[src/rtl/lab2_sub_pkg.sv]
// Shared definitions for the nibble-serial subtractor: FSM state encoding and slice width.
package lab2_sub_pkg;

    localparam int NIBBLE_W = 4;

    typedef enum logic [1:0] {
        ST_IDLE = 2'd0,
        ST_RUN  = 2'd1,
        ST_DONE = 2'd2
    } state_t;

endpackage

[src/rtl/nibble_sub4.sv]
// Combinational 4-bit ripple-borrow subtractor slice: d = x - y - bin.
// b3in is the borrow entering bit 3 (used for signed overflow under LAB2_SUB_OVF_EN).
module nibble_sub4
    import lab2_sub_pkg::*;
(
    input  logic [NIBBLE_W-1:0] x,
    input  logic [NIBBLE_W-1:0] y,
    input  logic                bin,
    output logic [NIBBLE_W-1:0] d,
    output logic                bout,
    output logic                b3in
);

    logic br;

    always_comb begin
        br   = bin;
        b3in = 1'b0;
        d    = '0;
        for (int i = 0; i < NIBBLE_W; i++) begin
            if (i == NIBBLE_W - 1) begin
                b3in = br;
            end
            d[i] = x[i] ^ y[i] ^ br;
            br   = (~x[i] & y[i]) | (~(x[i] ^ y[i]) & br);
        end
        bout = br;
    end

endmodule

[src/rtl/lab2_nibble_serial_sub.sv]
// Nibble-serial W-bit subtractor (diff = a - b - bin), LS nibble first, one nibble per clock.
// Optional macro LAB2_SUB_OVF_EN adds a two's-complement overflow output ovf.
//
// state   | meaning
// --------+-------------------------------------------------------------
// ST_IDLE | waiting for start; diff/bout hold the last result
// ST_RUN  | one nibble per edge through the slice, idx selects the nibble
// ST_DONE | one-cycle done pulse; start here is accepted as in IDLE
module lab2_nibble_serial_sub
    import lab2_sub_pkg::*;
#(
    parameter  int NIBBLES = 4,
    localparam int W       = NIBBLE_W * NIBBLES
)(
    input  logic         clk,
    input  logic         rst_n,
    input  logic         start,
    input  logic [W-1:0] a,
    input  logic [W-1:0] b,
    input  logic         bin,
    output logic         busy,
    output logic         done,
    output logic [W-1:0] diff,
    output logic         bout
`ifdef LAB2_SUB_OVF_EN
   ,output logic         ovf
`endif
);

    localparam int IW = (NIBBLES > 1) ? $clog2(NIBBLES) : 1;
    localparam logic [IW-1:0] LAST_IDX = IW'(NIBBLES - 1);

    state_t              state;
    state_t              state_nxt;
    logic [IW-1:0]       idx;
    logic [W-1:0]        a_q;
    logic [W-1:0]        b_q;
    logic                borrow_q;
    logic [W-1:0]        diff_q;
    logic                bout_q;

    logic                accept;
    logic                step;
    logic                last;

    logic [NIBBLE_W-1:0] slice_x;
    logic [NIBBLE_W-1:0] slice_y;
    logic [NIBBLE_W-1:0] slice_d;
    logic                slice_bout;
    logic                slice_b3in;
    logic [W-1:0]        diff_wr;

    always_comb begin
        state_nxt = state;
        accept    = 1'b0;
        step      = 1'b0;
        last      = 1'b0;
        case (state)
            ST_IDLE, ST_DONE: begin
                if (start) begin
                    accept    = 1'b1;
                    state_nxt = ST_RUN;
                end else begin
                    state_nxt = ST_IDLE;
                end
            end
            ST_RUN: begin
                step = 1'b1;
                if (idx == LAST_IDX) begin
                    last      = 1'b1;
                    state_nxt = ST_DONE;
                end
            end
            default: state_nxt = ST_IDLE;
        endcase
    end

    assign busy = (state == ST_RUN);
    assign done = (state == ST_DONE);

    // Nibble mux into the slice and the matching result-nibble write.
    always_comb begin
        slice_x = '0;
        slice_y = '0;
        diff_wr = diff_q;
        for (int n = 0; n < NIBBLES; n++) begin
            if (idx == IW'(n)) begin
                slice_x = a_q[n*NIBBLE_W +: NIBBLE_W];
                slice_y = b_q[n*NIBBLE_W +: NIBBLE_W];
                diff_wr[n*NIBBLE_W +: NIBBLE_W] = slice_d;
            end
        end
    end

    nibble_sub4 u_slice (
        .x    (slice_x),
        .y    (slice_y),
        .bin  (borrow_q),
        .d    (slice_d),
        .bout (slice_bout),
        .b3in (slice_b3in)
    );

    always_ff @(posedge clk or negedge rst_n) begin
        if (!rst_n) begin
            state    <= ST_IDLE;
            idx      <= '0;
            a_q      <= '0;
            b_q      <= '0;
            borrow_q <= 1'b0;
            diff_q   <= '0;
            bout_q   <= 1'b0;
        end else begin
            state <= state_nxt;
            if (accept) begin
                a_q      <= a;
                b_q      <= b;
                borrow_q <= bin;
                idx      <= '0;
                diff_q   <= '0;
            end else if (step) begin
                diff_q   <= diff_wr;
                borrow_q <= slice_bout;
                idx      <= idx + IW'(1);
                if (last) begin
                    bout_q <= slice_bout;
                end
            end
        end
    end

    assign diff = diff_q;
    assign bout = bout_q;

`ifdef LAB2_SUB_OVF_EN
    logic ovf_q;

    // Signed overflow: borrow into the top bit differs from borrow out of it.
    always_ff @(posedge clk or negedge rst_n) begin
        if (!rst_n) begin
            ovf_q <= 1'b0;
        end else if (step && last) begin
            ovf_q <= slice_b3in ^ slice_bout;
        end
    end

    assign ovf = ovf_q;
`else
    logic unused_b3in;
    assign unused_b3in = slice_b3in;
`endif

endmodule

[config.mk]
export PLATFORM = sky130hd
export DESIGN_NAME = lab2_nibble_serial_sub
export DESIGN_NICKNAME = d
export VERILOG_FILES = /design/src/rtl/lab2_sub_pkg.sv /design/src/rtl/nibble_sub4.sv /design/src/rtl/lab2_nibble_serial_sub.sv
export SDC_FILE = /design/constraint.sdc
export NUM_CORES = 1
export LEC_CHECK = 0
export CAP_MARGIN = 20
export CORE_UTILIZATION = 45
export DETAILED_ROUTE_END_ITERATION = 8
export PLACE_DENSITY = 0.72
export SLEW_MARGIN = 20
export SYNTH_ARGS = -nofsm -noshare
export SYNTH_HDL_FRONTEND = slang
export SYNTH_SLANG_ARGS = --single-unit
[constraint.sdc]
create_clock -name clk -period 2.9 [get_ports clk]
set_clock_uncertainty 0.1 [all_clocks]
set_input_delay 0.29 -clock clk [delete_from_list [all_inputs] [get_ports clk]]
set_output_delay 0.29 -clock clk [all_outputs]
set_load 0.02 [all_outputs]
==> flow_metrics.py <==
metrics = {
    "power_and_ir_drop": {
        "peakVddDrop_uv": 538.5,
        "leakage_uw": 0.001573,
        "powerDensity_nw_per_um2": 1173,
    },
    "worst_setup_path": {
        "startpoint": "idx[0]",
        "worst_setup_path_end_kind": "register",
        "crit_fanout": 5,
        "critPathKind": "reg2reg",
        "reg2reg_from": "idx[0]",
        "cp.required_ns": 2.98,
        "start_kind": "register",
        "arrival_ns": 3.08,
    },
    "yosys": {
        "synth_cells": 286,
        "ys_types": 21,
        "ys_ff_latch": 54,
        "yosys_warnings": 0,
        "netlist_area_sq_um": 2551,
        "ys_seq_area_share_pct": 52.97,
        "synth_nets": 330,
        "yosys.area.top_type_share_pct": 52.97,
        "avgSynthCellArea_sq_um": 8.920,
        "synthTopCellsByArea": "dfrtp_1, nand2_1, o211ai_1",
        "yosys.area.top_type": "dfrtp_1",
    },
    "final_layout": {
        "area_growth_pct": 37.47,
        "fin_area_sq_um": 3507,
        "drive_above_1_share_pct": 15.73,
        "fillers": 491,
        "nNetsFinal": 399,
        "post-route-util_pct": 64.08,
        "diodes": 0,
    },
    "grt": {
        "grt_pass1_vias": 2160,
        "gr-total-overflow": 0,
        "grt_max_degree": 34,
        "track_usage_pct": 21.07,
        "grt_pass1_wl_um": 9846,
        "antenna_found_initial": 0,
    },
    "sta": {
        "finalCriticalPeriod_ns": 3.001,
        "period_share_pct": 103.5,
        "hold_viol": 0,
        "worst_slack_ns": -0.1013,
        "tightest_slew_ns": 0.5790,
        "rsz0062_at_grt": "true",
        "slew_headroom_pct": 61.40,
        "whs_ns": 0.3465,
        "setup_viol": 4,
        "final_max_slew_viol_count": 0,
        "max_freq_mhz": 333.2,
    },
    "route": {
        "drt-wirelength-per-cell_um": 13.33,
        "drt_iter0_markers": 83,
        "num_vias": 2131,
        "wl_um": 5707,
        "remaining_drc_errors": 0,
        "drtPass1Iterations": 4,
        "postRouteAntennaNets": 0,
        "via_per_inst": 4.979,
    },
    "clocking": {
        "cts_tree": "done",
        "clockBufferDepth": 2,
        "clock_latency_ns": 0.31,
        "cts.sinks": 54,
        "clkTransAtPathRegs_ns": 0.10,
        "clockRootBuffer": "clkbuf_8",
        "cts_made_buffers": 5,
        "cts_htree_levels": 2,
    },
    "placement": {
        "dp_slack_ns": -0.1590,
        "place.gp.congestion": 0.8550,
        "dpl.hpwl_um": 4247,
        "io_buffers": 54,
        "place_area_sq_um": 3319,
    },
    "die": {
        "core-area_sq_um": 5473,
        "ios": 55,
        "start_util_pct": 46.62,
        "die_h_um": 77.30,
        "die_area_sq_um": 5975,
        "row_count": 27,
        "die_w_um": 77.30,
    },
    "outcome": {
        "violations": "setup timing",
        "status": "finished with violations",
    },
    "worst_hold_path": {
        "hold_path_class": "in2async",
    },
    "flow_run": {
        "maxCapViolCount": 0,
    },
}
-- where the power goes --
group	internal (uW)	total, uW	switching, uW
combinational	1100	2320	1230
clock	219	461	242
sequential	1090	1330	241
-- area by class of cell --
type / instances / area, sq um / area share, %
Sequential cell: 54 / 1354 / 38.60
Tap cell: 72 / 90.09 / 2.569
Inverter: 6 / 27.53 / 0.7849
Clock inverter: 1 / 8.758 / 0.2497
Timing Repair Buffer: 79 / 729.5 / 20.80
Multi-Input combinational cell: 209 / 1201 / 34.25
Clock buffer: 7 / 96.34 / 2.747
-- cells by family after synthesis --
logic type,Yosys count,synth area share [%]
adders and majority gates,8,5.101
and+or+nand+nor,163,26.73
buffers and inverters,23,4.414
muxes,1,0.4414
DFF,54,52.97
AOI/OAI and AO/OA,37,10.35
-- layer usage --
layer / track usage (%) / share of wire, % / vias to the layer above
met2: 34.69 / 49 / 52
met3: 5.000 / 4.2 / 14
li1: - / - / 1081
met1: 27.34 / 45 / 984
met4: 6.604 / 1.8 / 0
met5: 0 / 0 / -
-- cell usage in the layout, fill, tap and decap left out, types with 5 or more instances in the layout --
| master | netlist | routed |
|---|---|---|
| nand2_1 | 126 | 126 |
| clkdlybuf4s50_1 | 0 | 53 |
| clkbuf_8 | 0 | 7 |
| nand3b_1 | 5 | 5 |
| dfrtp_1 | 54 | 52 |
| o211ai_1 | 21 | 21 |
| buf_4 | 4 | 23 |
| nand2b_1 | 10 | 8 |
| nand3_1 | 17 | 17 |
-- critical path, cell delays in order, from the launching register on --
cell and delay (ns):
dfrtp_2 0.47, inv_4 0.07, ha_4 0.18, nor2_4 0.13, o211ai_1 0.11, o221ai_2 0.09, fa_2 0.24, inv_2 0.04
fa_2 0.34, fa_2 0.35, fa_2 0.52, nand2b_4 0.13, o211ai_1 0.10
-- repair_timing --
action,CTS,global route
endpoints found under the hold margin,19,0
pin swaps,5,4
hold buffers,1,0
setup endpoints to repair,6,10
buffers inserted,1,1
resized for setup,8,5
-- final timing paths --
path	slack, ns	to	cells after the start
max	-0.10	diff[7]	12
min	0.35	diff[8]	2
max reg2reg	-0.10	diff[7]	12
min reg2reg	0.39	a_q[10]	2
max in group asynchronous	1.74	a_q[14]	3
min in group clk	0.39	a_q[10]	2
-- synth_stat cells --
| master | n |
|---|---|
| buf_2 | 9 |
| mux2_2 | 1 |
| nor2b_1 | 2 |
| inv_1 | 5 |
| o211ai_1 | 21 |
| nand3_1 | 17 |
| nand3b_1 | 5 |
| inv_2 | 1 |
| o22ai_1 | 5 |
| nand2b_1 | 10 |
| o21ai_0 | 2 |
| o31ai_1 | 1 |
| buf_4 | 4 |
| nor2_1 | 3 |
| ha_1 | 4 |
| fa_1 | 4 |
| a31oi_1 | 5 |
| o221ai_1 | 3 |
| dfrtp_1 | 54 |
| nand2_1 | 126 |
| clkbuf_1 | 4 |
-- stage by stage --
| stage | total power, uW | setup TNS [ns] | std cells |
|---|---|---|---|
| final | 4114 | -0.3701 | 428 |
| after floorplan | 2773 | -0.03810 | 286 |
| after detailed placement | 3528 | -0.7705 | 417 |
| after global routing | 4461 | -1.209 | 428 |
| after CTS | 4058 | -0.4132 | 427 |
| after global placement | 3454 | -0.2413 | 417 |
-- sequential cells by signal, summed over array words and instances, names as in the netlist --
name	count
a_q	16
b_q	16
borrow_q	1
bout	1
diff	16
idx	2
state	2
(Power assumes the default switching activity.)
